==> src/rtl/fpmul_arbiter.sv <==
// Round-robin arbiter that shares one multi-cycle fpmul among N_REQ requesters.
// It issues one operation at a time and returns the product, or a watchdog abort, to the granted requester.
module fpmul_arbiter #(
   parameter int N_REQ       = 4,
   parameter int LOG_BIT     = 6,
   parameter int EXP_BIT     = 11,
   parameter int TIMEOUT_CYC = 255
) (
   input  logic                    clk,
   input  logic                    rst,
   input  logic [N_REQ-1:0]        req_valid,
   output logic [N_REQ-1:0]        req_ready,
   input  logic [N_REQ*(2**LOG_BIT)-1:0] req_a,
   input  logic [N_REQ*(2**LOG_BIT)-1:0] req_b,
   output logic [N_REQ-1:0]        resp_valid,
   input  logic [N_REQ-1:0]        resp_ready,
   output logic [(2**LOG_BIT)-1:0] resp_data,
   output logic                    resp_err,
   output logic [(2**LOG_BIT)-1:0] fp_a,
   output logic [(2**LOG_BIT)-1:0] fp_b,
   output logic                    fp_start,
   input  logic [(2**LOG_BIT)-1:0] fp_out,
   input  logic                    fp_ready
);

   localparam int W  = 2**LOG_BIT;
   localparam int GW = $clog2(N_REQ);
   localparam int CW = $clog2(TIMEOUT_CYC + 1);

   if (N_REQ < 2 || N_REQ > 16) begin : g_bad_nreq
      $error("fpmul_arbiter: N_REQ must be in 2..16");
   end
   if (EXP_BIT < 1 || EXP_BIT >= W - 1) begin : g_bad_exp
      $error("fpmul_arbiter: EXP_BIT does not fit the operand width");
   end
   if (TIMEOUT_CYC < 1) begin : g_bad_timeout
      $error("fpmul_arbiter: TIMEOUT_CYC must be at least 1");
   end

   typedef enum logic [1:0] {IDLE, ISSUE, WAIT, RESP} state_t;

   state_t          state;
   logic [GW-1:0]   last_grant;
   logic [CW-1:0]   wd_cnt;
   logic [GW-1:0]   scan_idx;
   logic [GW-1:0]   grant_idx;
   logic            grant_any;
   logic [N_REQ-1:0] grant_oh;

   // Scan starts one past the previous winner so every requester gets a turn.
   always_comb begin
      scan_idx  = '0;
      grant_idx = '0;
      grant_any = 1'b0;
      grant_oh  = '0;
      for (int unsigned i = 0; i < N_REQ; i++) begin
         scan_idx = GW'((32'(last_grant) + 32'd1 + i) % 32'(N_REQ));
         if (!grant_any && req_valid[scan_idx]) begin
            grant_any = 1'b1;
            grant_idx = scan_idx;
         end
      end
      if (state == IDLE && !rst && grant_any)
         grant_oh[grant_idx] = 1'b1;
   end

   assign req_ready = grant_oh;

   always_ff @(posedge clk or posedge rst) begin
      if (rst) begin
         state      <= IDLE;
         last_grant <= GW'(N_REQ - 1);
         wd_cnt     <= '0;
         resp_valid <= '0;
         resp_data  <= '0;
         resp_err   <= 1'b0;
         fp_a       <= '0;
         fp_b       <= '0;
         fp_start   <= 1'b0;
      end else begin
         fp_start <= 1'b0;
         unique case (state)
            IDLE: begin
               if (grant_any) begin
                  fp_a       <= req_a[grant_idx*W +: W];
                  fp_b       <= req_b[grant_idx*W +: W];
                  last_grant <= grant_idx;
                  fp_start   <= 1'b1;
                  state      <= ISSUE;
               end
            end
            ISSUE: begin
               wd_cnt <= '0;
               state  <= WAIT;
            end
            WAIT: begin
               wd_cnt <= wd_cnt + 1'b1;
               // wd_cnt == 0 marks the first WAIT cycle, where fp_ready may be stale.
               if (wd_cnt != '0 && fp_ready) begin
                  resp_data  <= fp_out;
                  resp_err   <= 1'b0;
                  resp_valid <= N_REQ'(1) << last_grant;
                  state      <= RESP;
               end else if (wd_cnt == CW'(TIMEOUT_CYC - 1)) begin
                  resp_data  <= '0;
                  resp_err   <= 1'b1;
                  resp_valid <= N_REQ'(1) << last_grant;
                  state      <= RESP;
               end
            end
            RESP: begin
               if (resp_ready[last_grant]) begin
                  resp_valid <= '0;
                  state      <= IDLE;
               end
            end
         endcase
      end
   end

endmodule
==> config.mk <==
export PLATFORM = sky130hd
export DESIGN_NAME = fpmul_arbiter
export DESIGN_NICKNAME = d
export VERILOG_FILES = /design/src/rtl/fpmul_arbiter.sv
export SDC_FILE = /design/constraint.sdc
export NUM_CORES = 1
export LEC_CHECK = 0
export ABC_CLOCK_PERIOD_IN_PS = 12500
export BUFFER_PORTS_ARGS = -buffer_cell sky130_fd_sc_hd__clkbuf_2
export CORE_AREA = 2 2 308 310
export CTS_BUF_LIST = sky130_fd_sc_hd__clkbuf_16
export DETAILED_ROUTE_END_ITERATION = 12
export DIE_AREA = 0 0 310 312
export GPL_TIMING_DRIVEN = 1
export PLACE_DENSITY = 0.34
export SLEW_MARGIN = 20
export SYNTH_ARGS = -nofsm -noshare
export SYNTH_HDL_FRONTEND = slang
export SYNTH_SLANG_ARGS = --single-unit
==> constraint.sdc <==
create_clock -name clk -period 12.5 [get_ports clk]
set_input_delay 0.625 -clock clk [delete_from_list [all_inputs] [get_ports clk]]
set_output_delay 0.625 -clock clk [all_outputs]
set_load 0.05 [all_outputs]
==> flow_metrics.env, run 1 <==
export IMPL_run_status="complete, no violations"
export IMPL_rr_endpoint="fp_b[8]"
export IMPL_fmax_mhz=236
export IMPL_reg2reg_depth=8
export IMPL_ys_types=47
export IMPL_finalHoldViolCount=0
export IMPL_grt_first_pass_wirelength_mm=92.1
export IMPL_end_kind="primary output"
export IMPL_power_leakage_nw=7.87
export IMPL_syn_area_um2=10700
export IMPL_first_pass_iters=5
export IMPL_cts_tree="done"
export IMPL_syn_nets=1753
export IMPL_yosysWarnings=0
export IMPL_ant_nets=0
export IMPL_nFillCells=10678
export IMPL_gr_usage_all_layers_pct=12.8
export IMPL_cts_buffer_depth=3
export IMPL_drcViolationCount=0
export IMPL_ios=789
export IMPL_synth_seq_cells=210
export IMPL_cts_root_buffer="clkbuf_16"
export IMPL_multi_input_area_um2=4900
export IMPL_ir_drop_mv=0.134
export IMPL_dieArea_um2=96700
export IMPL_fin_util_pct=18.0
export IMPL_cts_hold_buf=0
export IMPL_combPwrFrac_pct=60.6
export IMPL_crit_type="reg -> out"
export IMPL_numPortBuffers=788
export IMPL_htree_levels=1
export IMPL_start_kind="flop"
export IMPL_grt_antenna_before_repair=14
export IMPL_path_cells="inv_1 > ha_1 > o21bai_1 > a32o_4 > buf_4 > and3_1 > clkbuf_2"
export IMPL_grt_pass1_vias=13631
export IMPL_drv_cap=0
export IMPL_fp_dieH_um=312
export IMPL_power_density_nw_per_um2=307
export IMPL_maxSlewHeadroom_pct=28.4
export IMPL_yosysTopAreaCell="dfrtp_1"
export IMPL_grt_overflow_total=0
export IMPL_nets=2471
export IMPL_yosys_top_cells_area="dfrtp_1 49%, a22oi_1 9.0%, a31oi_1 7.5%"
export IMPL_rrSetupSlack_ns=8.51
export IMPL_num_vias=13038
export IMPL_die_x_um=310
export IMPL_dp_hpwl_mm=49.4
export IMPL_worst_hold_path_type="in -> async"
export IMPL_avgSynthCellArea_um2=9.28
export IMPL_yosysTopAreaCellShare_pct=48.5
export IMPL_reg2reg_from="last_grant[0]"
export IMPL_start_util_pct=11.5
export IMPL_cp_buffers_inverters=3
export IMPL_fp_row_count=112
export IMPL_fin_setup_tns_ns=0
export IMPL_async_reset_ff_share_pct=100
export IMPL_power_switching_share_pct=56.3
export IMPL_core_area_um2=93000
export IMPL_fin_crit_sh_pct=33.9
export IMPL_synth_commonest_cells="208 x dfrtp_1, 138 x a21oi_1, 133 x nand3_1"
export IMPL_yosysSeqAreaShare_pct=49.0
export IMPL_path_clk_slew_ns=0.06
export IMPL_worst_path_largest_cell_delay_ns=0.70
export IMPL_final_max_slew_viol_count=0
export IMPL_dpl_cell_count=3097
export IMPL_setup_viol=0
export IMPL_clkPwrFrac_pct=15.5
export IMPL_cp_max_fo=67
export IMPL_total_power_w=0.00516
export IMPL_cpLargestDelayFamily="buffers and inverters"
export IMPL_yosysMostFrequentCell="dfrtp_1"
export IMPL_synth_edf_count=0
export IMPL_insertion_delay_ns=0.57
export IMPL_drt_iter0_markers=763
export IMPL_grt_max_degree=72
export IMPL_wl_per_cell_um=20.9
export IMPL_regArea_um2=5260
export IMPL_synth_flop_cell="dfrtp_1"
export IMPL_place_congestion=0.870
export IMPL_rsz0062_at_grt="false"
export IMPL_cts_setup_buffers=0
export IMPL_seq_power_share_pct=23.9
export IMPL_drt_total_wl_mm=66.0
export IMPL_fin_skew_ns=0.00684
export IMPL_syn_to_final_growth_pct=56.5
export IMPL_syn_inst=1156
export IMPL_internal_power_w=0.00226
export IMPL_worst_pin_slew_ns=1.07
export IMPL_cts_buffers_inserted=29
export IMPL_crit_required_ns=11.88
export IMPL_critPathArrivalTime_ns=3.61
export IMPL_drive_gt1_share_pct=45.7
export IMPL_period_needed_ns=4.24
export IMPL_final_cells=3159
export IMPL_viasPerCell=4.13
export IMPL_cts_resized_gates=0
export IMPL_switchingPower_w=0.00290
export IMPL_slowest_stage="dfstp_2"
export IMPL_cts_sinks=210
-- logic make-up after synthesis --
logic type / synth area share, %
multiplexers: 0.502
AO/OA/AOI/OAI: 30.7
adder cells (fa/ha/maj): 1.17
flip-flops: 49.0
AND/OR/NAND/NOR: 12.8
buffers and inverters: 5.82
-- area by class of cell --
class	count	area share [%]
Tap cell	1254	9.34
Antenna cell	9	0.134
Multi-Input combinational cell	811	29.2
Inverter	14	0.387
Timing Repair Buffer	808	24.4
Clock buffer	29	4.32
Clock inverter	24	0.946
Sequential cell	210	31.3
-- flip-flops by register name, summed over array words and instances, names as in the netlist --
register    flops
fp_a           64
fp_b           64
resp_data      64
wd_cnt          8
resp_valid      4
last_grant      2
state           2
fp_start        1
resp_err        1
-- placed cells by master, fill, tap and decap left out, drive strengths merged, types with 2 or more instances in the layout --
| cell type | n |
|---|---|
| bufinv | 2 |
| nor2 | 132 |
| nand2b | 4 |
| o31ai | 3 |
| a31oi | 129 |
| o21a | 3 |
| ha | 10 |
| inv | 16 |
| mux2i | 2 |
| nand2 | 14 |
| o211ai | 2 |
| o21ai | 12 |
| clkinv | 19 |
| or3 | 3 |
| a32o | 3 |
| a22o | 64 |
| diode | 9 |
| buf | 20 |
| dfstp | 2 |
| a22oi | 128 |
| a21oi | 138 |
| clkbuf | 817 |
| nand4 | 2 |
| dfrtp | 208 |
| nor2b | 3 |
| and3 | 3 |
| o41a | 2 |
| nor3 | 3 |
| nand3 | 133 |
-- layer usage --
layer | up-vias | part of all wire (%) | global-route usage, %
li1 | 5849 | - | -
met1 | 6396 | 35 | 13.2
met2 | 673 | 51 | 23.4
met3 | 116 | 8.9 | 3.92
met4 | 4 | 4.4 | 5.65
met5 | - | 0.032 | 0
-- power groups by stage --
stage	logic, W	clock network (W)	registers, W
3_5_place_dp	0.00317	0	0.00125
3_3_place_gp	0.00315	0	0.00125
6_report	0.00313	0.000800	0.00123
2_1_floorplan	0.00114	0	0.00228
5_1_grt	0.00334	0.000861	0.00128
4_1_cts	0.00317	0.000835	0.00124
-- worst register-to-register path, stage by stage, from the launching register on --
cell	delay, ns
dfstp_2	0.70
inv_1	0.15
ha_1	0.56
o21bai_1	0.19
a32o_4	0.20
buf_4	0.67
buf_4	0.94
a22oi_1	0.26
a31oi_1	0.23
-- how the worst max path moves through the flow --
stage,start,endpoint,depth (start not counted)
after detailed placement,last_grant[0],fp_b[35],8
after global placement,last_grant[0],fp_b[12],8
final,last_grant[0],req_ready[2],7
after floorplan,rst,req_ready[0],2
after CTS,last_grant[0],req_ready[2],7
after global routing,last_grant[0],req_ready[3],8
-- metrics by stage --
step / area [µm²] / setup WS [ns] / hold WS, ns
after floorplan: 10700 / 5.93 / 0.462
after global placement: 15900 / 8.58 / 0.487
after detailed placement: 15900 / 8.46 / 0.490
after CTS: 16800 / 8.16 / 0.0557
after global routing: 16800 / 7.99 / 0.0849
final: 16800 / 8.26 / 0.0851
(Power assumes the default switching activity.)
==> run 2, diff against run 1 <==
ABC_CLOCK_PERIOD_IN_PS = 3600   (was 12500)
PLACE_DENSITY = 0.35   (was 0.34)
clock period = 3.6 ns   (was 12.5 ns; I/O delays follow)
==> run 2 against run 1 <==
Final cell count is 17% higher. Hold slack worse by 0.028 ns. Worst setup slack worse by 8.0 ns. Utilization is 5.9 points higher. Clock skew is 0.022 ns higher. Critical path depth is 1 lower. Largest power group unchanged.
==> flow_metrics.env, run 2 (synthesized netlist as in run 1, its figures left out) <==
export IMPL_run_status="complete, no violations"
export IMPL_grt_overflow_total=0
export IMPL_cts_buffers_inserted=29
export IMPL_layout_common_cells="788 x clkbuf_2, 505 x dlygate4sd3_1, 208 x dfrtp_1, 138 x a21oi_1, 133 x nand3_1"
export IMPL_viasPerCell=4.12
export IMPL_total_power_w=0.0195
export IMPL_drt_total_wl_mm=71.8
export IMPL_core_area_um2=93000
export IMPL_grt_pass1_vias=16183
export IMPL_critPathArrivalTime_ns=3.20
export IMPL_dp_hpwl_mm=50.3
export IMPL_min_from="req_a[39]"
export IMPL_whs_endpoint="fp_a[39]"
export IMPL_drcViolationCount=0
export IMPL_first_pass_iters=7
export IMPL_start_util_pct=11.5
export IMPL_fin_crit_sh_pct=94.0
export IMPL_setup_slack_ns=0.216
export IMPL_gr_usage_all_layers_pct=13.9
export IMPL_numPortBuffers=788
export IMPL_worst_hold_path_type="in -> reg"
export IMPL_multi_input_area_um2=4930
export IMPL_reg2reg_depth=9
export IMPL_final_max_slew_viol_count=0
export IMPL_fp_dieH_um=312
export IMPL_dieArea_um2=96700
export IMPL_worst_pin_slew_ns=0.992
export IMPL_min_path_cells=3
export IMPL_mostFrequentLayoutCell="clkbuf_2"
export IMPL_drive_gt1_share_pct=36.9
export IMPL_final_cells=3700
export IMPL_maxSlewHeadroom_pct=33.8
export IMPL_hold_worst_slack_ns=0.0569
export IMPL_cts_root_buffer="clkbuf_16"
export IMPL_path_clk_slew_ns=0.06
export IMPL_nFillCells=10202
export IMPL_fp_row_count=112
export IMPL_cts_sinks=210
export IMPL_ir_drop_mv=0.423
export IMPL_end_kind="primary output"
export IMPL_power_leakage_nw=10.2
export IMPL_largestRegisters="fp_a: 64 flops, fp_b: 64 flops, resp_data: 64 flops"
export IMPL_cts_buffer_depth=3
export IMPL_rr_endpoint="fp_a[36]"
export IMPL_start_kind="flop"
export IMPL_crit_required_ns=3.42
export IMPL_grt_antenna_before_repair=14
export IMPL_insertion_delay_ns=0.61
export IMPL_rrSetupSlack_ns=0.28
export IMPL_regArea_um2=5260
export IMPL_finalHoldViolCount=0
export IMPL_syn_to_final_growth_pct=108
export IMPL_drt_iter0_markers=1095
export IMPL_htree_levels=1
export IMPL_die_x_um=310
export IMPL_place_congestion=0.865
export IMPL_cts_tree="done"
export IMPL_power_density_nw_per_um2=875
export IMPL_grt_max_degree=132
export IMPL_nets=3011
export IMPL_reg2reg_from="last_grant[0]"
export IMPL_setup_viol=0
export IMPL_preCtsSetupSlack_ns=0.502
export IMPL_crit_type="reg -> out"
export IMPL_drv_cap=0
export IMPL_period_needed_ns=3.38
export IMPL_ant_nets=0
export IMPL_fin_skew_ns=0.0288
export IMPL_rsz0062_at_grt="false"
export IMPL_grt_first_pass_wirelength_mm=102
export IMPL_dpl_cell_count=3126
export IMPL_fmax_mhz=296
export IMPL_ios=789
export IMPL_cp_max_fo=20
export IMPL_num_vias=15259
export IMPL_fin_util_pct=24.0
export IMPL_wl_per_cell_um=19.4
## run 2: how the worst max path moves through the flow
stage	from	end	slack (ns)	cells after the start
2_1_floorplan	rst	req_ready[0]	-0.56	2
3_5_place_dp	last_grant[0]	fp_a[23]	0.50	8
5_1_grt	last_grant[0]	req_ready[0]	0.07	7
4_1_cts	last_grant[0]	req_ready[2]	0.01	6
6_report	last_grant[0]	req_ready[2]	0.22	6
3_3_place_gp	last_grant[0]	req_ready[0]	0.56	7
## run 2: layer usage
| layer | track usage (%) | up-vias | wire length [µm] |
|---|---|---|---|
| met5 | 0 | - | 30 |
| met4 | 5.40 | 4 | 3030 |
| met3 | 3.42 | 145 | 5320 |
| met2 | 25.8 | 758 | 36800 |
| met1 | 14.8 | 7421 | 26600 |
| li1 | - | 6931 | - |
## run 2: what timing repair did
| action | 4_1_cts | 5_1_grt |
|---|---|---|
| gates cloned | 2 | 0 |
| resized for setup | 2 | 3 |
| hold buffers | 505 | 0 |
| endpoints found under the hold margin | 332 | 0 |
| pin swaps | 1 | 0 |
| setup endpoints to repair | 2 | 32 |
| buffers inserted | 4 | 0 |
## run 2: per-stage QoR
step / setup TNS, ns / cell area, µm²
6_report: 0 / 22300
5_1_grt: 0 / 22300
2_1_floorplan: -1.68 / 10700
3_3_place_gp: 0 / 16300
3_5_place_dp: 0 / 16300
4_1_cts: 0 / 22300
## run 2: power by group
group | internal (W) | switching, W | total, W
clock network | 0.00159 | 0.00123 | 0.00282
registers | 0.00353 | 0.000753 | 0.00429
logic | 0.00384 | 0.00858 | 0.0124
## run 2: final cells by class
type	count	area share [%]
diodes	11	0.123
multi-input cells	812	22.1
flip-flops and latches	210	23.6
well taps	1254	7.03
clock inverters	23	0.706
inverters	14	0.275
repair buffers	1347	42.9
clock buffers	29	3.25
## run 2: critical path: stages, from the launching register on
cell      delay [ns]
dfstp_4         0.72
inv_1           0.15
ha_4            0.37
o21bai_1        0.23
a32o_4          0.63
and3_1          0.23
clkbuf_2        0.27
